$ cat src/rtl/mem_arb_pkg.sv
// rtl/mem_arb_pkg.sv - shared types and defaults for the I/D memory port arbiter
package mem_arb_pkg;

    typedef enum logic {PORT_I, PORT_D} mem_port_e;

    localparam int DEF_ADDR_W = 8;
    localparam int DEF_DATA_W = 32;

    localparam logic [1:0] GRANT_NONE = 2'b00;
    localparam logic [1:0] GRANT_I    = 2'b01;
    localparam logic [1:0] GRANT_D    = 2'b10;

endpackage

$ cat src/rtl/mem_arb_grant.sv
// rtl/mem_arb_grant.sv - one-hot grant selection between fetch (I) and load/store (D)
// MEM_ARB_ROUND_ROBIN_EN selects round robin; otherwise D priority with I starvation override.
module mem_arb_grant
    import mem_arb_pkg::*;
#(
    parameter int CNT_W    = 3,
    parameter int MAX_WAIT = 4
) (
    input  logic             i_req_valid,
    input  logic             d_req_valid,
`ifdef MEM_ARB_ROUND_ROBIN_EN
    input  logic             last_grant,
`else
    input  logic [CNT_W-1:0] wait_cnt,
`endif
    output logic [1:0]       grant
);

    logic favor_i;

`ifdef MEM_ARB_ROUND_ROBIN_EN
    assign favor_i = (last_grant == PORT_D);
`else
    localparam logic [CNT_W-1:0] WAIT_LIMIT = CNT_W'(MAX_WAIT);
    assign favor_i = (wait_cnt == WAIT_LIMIT);
`endif

    always_comb begin
        grant = GRANT_NONE;
        if (i_req_valid && d_req_valid) begin
            grant = favor_i ? GRANT_I : GRANT_D;
        end else if (i_req_valid) begin
            grant = GRANT_I;
        end else if (d_req_valid) begin
            grant = GRANT_D;
        end
    end

endmodule

$ cat src/rtl/mem_port_arbiter.sv
// rtl/mem_port_arbiter.sv - shares one single-port RAM between instruction fetch and load/store
// MEM_ARB_ROUND_ROBIN_EN replaces the starvation counter with round-robin arbitration.
module mem_port_arbiter
    import mem_arb_pkg::*;
#(
    parameter int ADDR_W   = DEF_ADDR_W,
    parameter int DATA_W   = DEF_DATA_W,
    parameter int MAX_WAIT = 4
) (
    input  logic                clk,
    input  logic                cpu_rst,
    input  logic                i_req_valid,
    output logic                i_req_ready,
    input  logic [ADDR_W-1:0]   i_req_addr,
    output logic                i_rsp_valid,
    output logic [DATA_W-1:0]   i_rsp_rdata,
    input  logic                d_req_valid,
    output logic                d_req_ready,
    input  logic                d_req_we,
    input  logic [ADDR_W-1:0]   d_req_addr,
    input  logic [DATA_W-1:0]   d_req_wdata,
    input  logic [DATA_W/8-1:0] d_req_strobe,
    output logic                d_rsp_valid,
    output logic [DATA_W-1:0]   d_rsp_rdata,
    output logic [ADDR_W-1:0]   mem_rd_addr,
    output logic [ADDR_W-1:0]   mem_wr_addr,
    output logic [DATA_W-1:0]   mem_wr_data,
    output logic [DATA_W/8-1:0] mem_wr_strobe,
    input  logic [DATA_W-1:0]   mem_rd_data
);

    localparam int CNT_W = $clog2(MAX_WAIT + 1);

    logic [1:0] grant;
    logic       i_fire;
    logic       d_fire;
    logic       d_rd;
    logic       d_wr;
    logic       inflight_vld;
    mem_port_e  inflight_owner;

    // No grants while reset is held, so every memory-side output sits at zero.
`ifdef MEM_ARB_ROUND_ROBIN_EN
    mem_port_e last_grant;

    mem_arb_grant #(.CNT_W(CNT_W), .MAX_WAIT(MAX_WAIT)) u_grant (
        .i_req_valid (i_req_valid && !cpu_rst),
        .d_req_valid (d_req_valid && !cpu_rst),
        .last_grant  (last_grant),
        .grant       (grant)
    );

    always_ff @(posedge clk or posedge cpu_rst) begin
        if (cpu_rst) begin
            last_grant <= PORT_D;
        end else if (i_fire) begin
            last_grant <= PORT_I;
        end else if (d_fire) begin
            last_grant <= PORT_D;
        end
    end
`else
    localparam logic [CNT_W-1:0] WAIT_LIMIT = CNT_W'(MAX_WAIT);
    logic [CNT_W-1:0] wait_cnt;

    mem_arb_grant #(.CNT_W(CNT_W), .MAX_WAIT(MAX_WAIT)) u_grant (
        .i_req_valid (i_req_valid && !cpu_rst),
        .d_req_valid (d_req_valid && !cpu_rst),
        .wait_cnt    (wait_cnt),
        .grant       (grant)
    );

    always_ff @(posedge clk or posedge cpu_rst) begin
        if (cpu_rst) begin
            wait_cnt <= '0;
        end else if (!i_req_valid || i_fire) begin
            wait_cnt <= '0;
        end else if (wait_cnt != WAIT_LIMIT) begin
            wait_cnt <= wait_cnt + 1'b1;
        end
    end
`endif

    assign i_fire      = (grant == GRANT_I);
    assign d_fire      = (grant == GRANT_D);
    assign d_rd        = d_fire && !d_req_we;
    assign d_wr        = d_fire && d_req_we;
    assign i_req_ready = i_fire;
    assign d_req_ready = d_fire;

    always_comb begin
        mem_rd_addr = '0;
        if (i_fire) begin
            mem_rd_addr = i_req_addr;
        end else if (d_rd) begin
            mem_rd_addr = d_req_addr;
        end
    end

    assign mem_wr_addr   = d_wr ? d_req_addr   : '0;
    assign mem_wr_data   = d_wr ? d_req_wdata  : '0;
    assign mem_wr_strobe = d_wr ? d_req_strobe : '0;

    // A write cycle clears the tag; the memory's read data that cycle belongs to nobody.
    always_ff @(posedge clk or posedge cpu_rst) begin
        if (cpu_rst) begin
            inflight_vld   <= 1'b0;
            inflight_owner <= PORT_I;
        end else begin
            inflight_vld   <= i_fire || d_rd;
            inflight_owner <= i_fire ? PORT_I : PORT_D;
        end
    end

    assign i_rsp_valid = inflight_vld && (inflight_owner == PORT_I);
    assign d_rsp_valid = inflight_vld && (inflight_owner == PORT_D);
    assign i_rsp_rdata = i_rsp_valid ? mem_rd_data : '0;
    assign d_rsp_rdata = d_rsp_valid ? mem_rd_data : '0;

endmodule

$ cat config.mk
export PLATFORM = sky130hd
export DESIGN_NAME = mem_port_arbiter
export DESIGN_NICKNAME = d
export VERILOG_FILES = /design/src/rtl/mem_arb_pkg.sv /design/src/rtl/mem_arb_grant.sv /design/src/rtl/mem_port_arbiter.sv
export SDC_FILE = /design/constraint.sdc
export NUM_CORES = 1
export LEC_CHECK = 0
export BUFFER_PORTS_ARGS = -buffer_cell sky130_fd_sc_hd__clkbuf_2
export CAP_MARGIN = 15
export CORE_AREA = 5 5 78 80
export DETAILED_ROUTE_END_ITERATION = 16
export DIE_AREA = 0 0 83 85
export PLACE_DENSITY = 0.68
export SLEW_MARGIN = 40
export SYNTH_ARGS = -nofsm -noshare
export SYNTH_HDL_FRONTEND = slang
export SYNTH_SLANG_ARGS = --single-unit
$ cat constraint.sdc
create_clock -name clk -period 2.9 [get_ports clk]
set_input_delay 0.58 -clock clk [delete_from_list [all_inputs] [get_ports clk]]
set_output_delay 0.58 -clock clk [all_outputs]
set_load 0.005 [all_outputs]
# Word-level counts from Yosys, hierarchy flattened
# Index checks and enable logic that the tools add are counted.
[totals]
word_cells = 36
in_bits = 89
output_inout_bits = 120
reg_bits = 5
[classes]
n_addsub = 1
muxes = 14
n_reduce_logical = 13
eq_ne = 4
bitwise = 1
[op_table]
columns = ["cell", "n"]
rows = [
  ["32-bit two-way mux", 3],
  ["8-bit two-way mux", 3],
  ["2-bit two-way mux", 4],
  ["1-bit logical AND", 7],
  ["3-bit two-way mux", 2],
  ["4-bit two-way mux", 1],
  ["3-bit by 1-bit adder with 3-bit output (second input constant)", 1],
  ["3-bit == test (second input constant)", 1],
  ["1-bit logical NOT", 3],
  ["3-bit inequality test (second input constant)", 1],
  ["2-bit by 1-bit == test with 1-bit output (second input constant)", 1],
  ["2-bit == test (second input constant)", 1],
  ["1-bit logical OR", 2],
  ["2-bit nonzero test", 1],
  ["1-bit two-way mux", 1],
  ["1-bit NOT", 1],
]

# Longest topological paths before layout
# Gate-level depths: netlist of run 1.
[logic_depth]
depth_word = 9
mapped_depth = 7
depth_no_buf = 5

# Modules after synthesis
# A second synthesis of run 1 with hierarchy kept.
[hier_totals]
hier_cells = 166
area_unflattened_um2 = 1179.9
[modules_own_cells]
columns = ["mod", "instances", "cells_per_inst", "area_each_um2"]
rows = [
  ["mem_port_arbiter", 1, 162, 1154.9],
  ["mem_arb_grant", 1, 4, 25.0],
]

# Least setup slack after synthesis of run 1
# Ideal clock, no wire load.
[synth_timing]
kind = "flip-flop to output port"
startpoint = "register wait_cnt[0]"
endpoint = "output port mem_wr_addr[4]"
slack_ns = 0.757
required_time_ns = 2.320
t_arrival_ns = 1.563
stages_incl_launch_ff = 8
cell_sequence = "dfrtp_1 > inv_1 > ha_1 > and2_1 > buf_6 > a211oi_4 > buf_6 > and2_2"
[synth_between]
elab_chain_len = 6
[synth_rtl]
columns = ["item", "line_no", "source"]
rows = [
  ["from (decl)", "mem_port_arbiter.sv:64", "logic [CNT_W-1:0] wait_cnt;"],
  ["from (signal assigned)", "mem_port_arbiter.sv:79", "wait_cnt <= wait_cnt + 1'b1;"],
  ["3-bit == test", "mem_arb_grant.sv:25", "assign favor_i = (wait_cnt == WAIT_LIMIT);"],
  ["2-bit two-way mux", "mem_arb_grant.sv:31", "grant = favor_i ? GRANT_I : GRANT_D;"],
  ["2-bit two-way mux", "mem_arb_grant.sv:30", "if (i_req_valid && d_req_valid) begin"],
  ["2-bit == test", "mem_port_arbiter.sv:85", "assign d_fire = (grant == GRANT_D);"],
  ["1-bit logical AND", "mem_port_arbiter.sv:87", "assign d_wr = d_fire && d_req_we;"],
  ["8-bit two-way mux", "mem_port_arbiter.sv:100", "assign mem_wr_addr = d_wr ? d_req_addr : '0;"],
  ["to (decl)", "mem_port_arbiter.sv:26", "output logic [ADDR_W-1:0] mem_wr_addr,"],
]
# No other way between the ends.

# Worst setup path after layout of run 1
[layout_timing]
startpoint = "register wait_cnt[0]"
endpoint = "output port mem_rd_addr[6]"
[layout_between]
elab_chain_len = 7
[layout_rtl]
columns = ["item", "line_no", "source"]
rows = [
  ["3-bit == test *", "mem_arb_grant.sv:25", ""],
  ["2-bit two-way mux *", "mem_arb_grant.sv:31", ""],
  ["2-bit two-way mux *", "mem_arb_grant.sv:30", ""],
  ["2-bit == test", "mem_port_arbiter.sv:85", ""],
  ["1-bit logical AND", "mem_port_arbiter.sv:86", "assign d_rd = d_fire && !d_req_we;"],
  ["8-bit two-way mux", "mem_port_arbiter.sv:95", "end else if (d_rd) begin"],
  ["8-bit two-way mux *", "mem_port_arbiter.sv:93", "if (i_fire) begin"],
  ["to (decl)", "mem_port_arbiter.sv:25", "output logic [ADDR_W-1:0] mem_rd_addr,"],
]
# Mark *: on every way between the ends. The rest lies on a longest branch, timed or not.

==> out/metrics.cfg, run 1 <==
[outcome]
outcome=complete, no violations

[logic_synthesis]
synth_common_cells=and2_1, and2_2, and3_1, clkbuf_1, a22o_1
synth_top_cell_by_area=and2_1
yosys.area.top_type_share_pct=22.16
synth_edf_count=0
avgSynthCellArea_sq_um=7.356
synth_nets=256
netlist_instances=165
synth_warnings=0
yosysSeqAreaShare_pct=10.31
ys.flop_type=dfrtp_1
synth-async-reset-ratio_pct=100.0
netlist_area_sq_um=1214
yosys.cell_count.top_type=and2_1
synth_area_leaders=and2_1, and2_2, and3_1
ys_ff_latch=5
synthDistinctLibCells=23

[die]
num_io_pins=209
fp.coreArea_sq_um=5338
rows=27
initial_core_util_pct=22.74
die_area_sq_um=7055
die_w_um=83
die_h_um=85

[power]
p_per_area_nw_per_um2=178.0
p_int_mw=0.2852
swShare_pct=31.17
comb_power_share_pct=50.4
clkPwrFrac_pct=30.8
ir_drop_uv=88.96
p_leak_nw=1.570
p_switching_mw=0.1291
seqPwrFrac_pct=18.8

[grt]
grt_pass1_wl_um=8921
grt_pass1_vias=1818
antenna_found_initial=1
overflow=0
track_usage_pct=14.99
grt_max_degree=45

[cts]
post_cts_buffers=0
cts.htree.levels=1
clk_root_buffer_cell=clkbuf_8
hold_buffers=0
cts_resized=0
cts_sinks=5
clkLatencyLatePin_ns=0.22
cts_buffer_depth=2
path_clk_slew_ns=0.04
cts-buffers-inserted=3
cts_tree=done

[route]
routedWlPerCell_um=13.24
routed_via_density=4.240
first_pass_iters=3
drt_iter0_drc=31
wl_um=5800
ant_nets=0
drc=0
vias=1857

[sta]
fin_worst_skew_ns=0.0009713
rsz0062_at_grt=no
hold_viol_final=0
slew_headroom_pct=55.38
finalCritPeriodShare_pct=92.37
final.min_clock_period_ns=2.679
max_freq_mhz=373.3
setup_ws_ns=0.2213
finalSetupTns_ns=0
setup_viol=0
worst_pin_slew_ns=0.6680
slew_viol_final=0

[min_path]
hold_class=input pin to async pin

[finish]
layout-drive-gt1-share_pct=69.95
n_antenna_cell=0
fin_nets=458
fillers=570
multi_input_area_sq_um=965.9
fin_cells=438
seqCellArea_sq_um=125.1
syn_to_final_growth_pct=91.75

[job]
drv_cap=0

[setup_path]
cp_max_fo=9
cp.required_ns=2.32
critPathLaunchType=flip-flop
crit_arrival_ns=2.10
r2r_slack_ns=1.09
cp-end-kind=output port
crit_type=flip-flop to output port

[placement]
portBuffers=208
pre_cts_ws_ns=0.4235
gp_congestion=0.7811
numPlacedInstances=434
place_hpwl_um=5106

-- layout by cell type, fill, tap and decap left out, types with 2 or more instances in the layout --
cell,instances
clkbuf_8,3
buf_4,5
and2_2,35
inv_1,6
dfrtp_1,5
a21oi_1,3
nand3_1,4
clkbuf_2,208
and3_1,32
a22o_1,8
and2_1,43
ha_1,2
-- cells by family after synthesis --
family,count (synthesis),share of synthesized area (%)
and+or+nand+nor,118,64.43
AOI/OAI and AO/OA,17,12.17
DFF,5,10.31
buffers and inverters,22,10.10
muxes,1,0.9278
adders and majority gates,2,2.062
-- per-layer routing --
metal | track usage (%) | wire [um] | share of wire (%)
met1 | 15.29 | 2111 | 36
met3 | 6.311 | 742 | 13
met5 | 0 | 11 | 0.19
met2 | 28.57 | 2873 | 50
met4 | 2.972 | 61 | 1.1
-- power by group through the flow --
| stage | Combinational, mW | Clock [mW] | Sequential, mW |
|---|---|---|---|
| after floorplan | 0.0900 | 0 | 0.0793 |
| after global placement | 0.209 | 0 | 0.0784 |
| after detailed placement | 0.212 | 0 | 0.0786 |
| after global routing | 0.234 | 0.137 | 0.0784 |
| after CTS | 0.213 | 0.132 | 0.0778 |
| final | 0.209 | 0.128 | 0.0777 |
-- sequential cells by signal, summed over array words and instances, names as in the netlist --
name,cells
inflight_owner,1
wait_cnt,3
inflight_vld,1
-- layout make-up --
| cell class | count | share of cell area (%) |
|---|---|---|
| Timing Repair Buffer | 213 | 46.34 |
| Multi-Input combinational cell | 138 | 41.51 |
| Sequential cell | 5 | 5.376 |
| Tap cell | 72 | 3.871 |
| Clock buffer | 4 | 1.935 |
| Inverter | 6 | 0.9677 |
-- per-stage QoR --
step / hold slack [ns] / total power [mW] / cell area (sq um) / utilization, %
finish: 0.3407 / 0.4143 / 2327 / 43.60
floorplan: 0.4524 / 0.1693 / 1214 / -
global route: 0.3782 / 0.4488 / 2327 / 43.60
global placement: 0.4881 / 0.2877 / 2282 / 42.76
CTS: 0.3388 / 0.4223 / 2327 / 43.60
detailed placement: 0.4939 / 0.2908 / 2282 / 42.76
-- path summary, 6_finish.rpt --
| kind | start | endpoint | depth (start not counted) |
|---|---|---|---|
| worst min-delay path | cpu_rst | wait_cnt[1] | 2 |
| worst max-delay path | wait_cnt[0] | mem_rd_addr[6] | 6 |
| min in group clk | wait_cnt[2] | wait_cnt[2] | 1 |
| worst max register to register | wait_cnt[0] | inflight_vld | 5 |
| worst min register to register | wait_cnt[2] | wait_cnt[2] | 1 |
| max in group asynchronous | cpu_rst | inflight_vld | 2 |
-- worst max-delay path: stages (launching register included) --
cell and delay (ns):
dfrtp_1 0.36, inv_1 0.06, ha_1 0.22, and2_1 0.25, a211oi_2 0.63, a22o_1 0.23
clkbuf_2 0.12
No activity file was read; power rests on OpenSTA's default activity.
==> run 2: changes to the inputs <==
RECOVER_POWER = 100   (was default)
==> run 2 against run 1 <==
Sequential share of layout area up 0.24 points. Wire length is 0.83% higher. Critical path type unchanged. Largest cell class unchanged. Non-clock buffer count did not move.
==> out/metrics.cfg, run 2 (synthesis results as in run 1) <==
[cts]
cts_tree=done
post_cts_buffers=0
cts_sinks=5
cts.htree.levels=1
cts_buffer_depth=2
cts-buffers-inserted=3
path_clk_slew_ns=0.04
hold_buffers=0
cts_resized=0
clkLatencyLatePin_ns=0.22
clk_root_buffer_cell=clkbuf_8

[route]
routed_via_density=4.258
wl_um=5848
drc=0
ant_nets=0
vias=1865
routedWlPerCell_um=13.35
first_pass_iters=3
drt_iter0_drc=32

[setup_path]
cp.required_ns=2.32
reg2reg_from=wait_cnt[0]
crit_type=flip-flop to output port
critPathLaunchType=flip-flop
rr_endpoint=inflight_vld
cp_max_fo=9
r2r_slack_ns=1.07
cp-end-kind=output port
crit_arrival_ns=2.12
reg2reg_depth=5

[finish]
layout-drive-gt1-share_pct=49.18
syn_to_final_growth_pct=83.51
largest_reg_flops=3
reg_top3=wait_cnt (3), inflight_owner (1), inflight_vld (1)
fin_nets=458
final_common_cell=clkbuf_2
regMostFlops=wait_cnt
n_antenna_cell=0
final_cell_mix=clkbuf_2, clkbuf_1, and2_2, and3_1, and2_1

[min_path]
hold_class=input pin to async pin

[power]
p_leak_nw=1.297
total_power_mw=0.4046
seqPwrFrac_pct=19.2
ir_drop_uv=88.68
p_per_area_nw_per_um2=181.6
comb_power_share_pct=49.3
swShare_pct=31.95
clkPwrFrac_pct=31.5
p_switching_mw=0.1292
p_int_mw=0.2753

[grt]
grt_max_degree=45
overflow=0
grt_pass1_wl_um=8921
grt_pass1_vias=1818
track_usage_pct=14.99
antenna_found_initial=1

[placement]
place_hpwl_um=5106
gp_congestion=0.7811
portBuffers=208

[sta]
worst_pin_slew_ns=1.081
max_freq_mhz=370.2
rsz0062_at_grt=no
hold_viol_final=0
slew_headroom_pct=27.96
whs_ns=0.3790
finalSetupTns_ns=0
slew_viol_final=0
final.min_clock_period_ns=2.701
finalCritPeriodShare_pct=93.15
setup_viol=0
fin_worst_skew_ns=0.001741

[job]
drv_cap=0

[die]
initial_core_util_pct=22.74
die_h_um=85
die_area_sq_um=7055
rows=27
fp.coreArea_sq_um=5338
num_io_pins=209
die_w_um=83

[outcome]
outcome=complete, no violations

==> run 2: changes by cell type in the layout (fill, tap and decap cells not counted), sizes merged <==
cell / previous run / this run
clkbuf: 212 / 214
buf: 5 / 3
==> run 2: through the flow <==
step | util, % | cell area (sq um) | setup slack (ns) | cells
CTS | 43.60 | 2327 | 0.1855 | 438
floorplan | - | 1214 | 0.7565 | 165
detailed placement | 42.76 | 2282 | 0.4235 | 434
global route | 41.73 | 2227 | 0.04999 | 438
finish | 41.73 | 2227 | 0.1985 | 438
global placement | 42.76 | 2282 | 0.4286 | 434
==> run 2: layer usage <==
layer	share of wire, %	wire length (um)	track usage, %
met1	37	2167	15.29
met2	49	2883	28.57
met3	12	730	6.311
met4	1.0	59	2.972
met5	0.12	7	0
==> run 2: worst max-delay path, stage by stage (launching register included) <==
cell      delay, ns
dfrtp_1        0.36
inv_1          0.06
ha_1           0.23
and2_1         0.25
a211oi_2       0.65
a22o_1         0.23
clkbuf_1       0.12
==> run 2: cell type report <==
| cell class | instances | area (sq um) |
|---|---|---|
| Multi-Input combinational cell | 138 | 965.9 |
| Inverter | 6 | 22.52 |
| Sequential cell | 5 | 125.1 |
| Tap cell | 72 | 90.09 |
| Fill cell | 607 | 3110 |
| Timing Repair Buffer | 213 | 978.4 |
| Clock buffer | 4 | 45.04 |
==> run 2: worst max-delay path by stage <==
stage                 from              to  slack, ns  depth (start not counted)
3_3_place_gp   wait_cnt[0]  mem_rd_addr[4]       0.43                          6
6_report       wait_cnt[0]  mem_rd_addr[6]       0.20                          6
5_1_grt        wait_cnt[0]  mem_rd_addr[4]       0.05                          6
2_1_floorplan  wait_cnt[0]  mem_wr_addr[4]       0.76                          7
3_5_place_dp   wait_cnt[0]  mem_rd_addr[6]       0.42                          6
4_1_cts        wait_cnt[0]  mem_rd_addr[6]       0.19                          6
==> run 2: power by group through the flow <==
| stage | Clock, mW | Sequential (mW) | Combinational, mW |
|---|---|---|---|
| finish | 0.127 | 0.0777 | 0.200 |
| global route | 0.137 | 0.0784 | 0.224 |
| CTS | 0.132 | 0.0778 | 0.213 |
| detailed placement | 0 | 0.0786 | 0.212 |
| global placement | 0 | 0.0784 | 0.209 |
| floorplan | 0 | 0.0793 | 0.0900 |
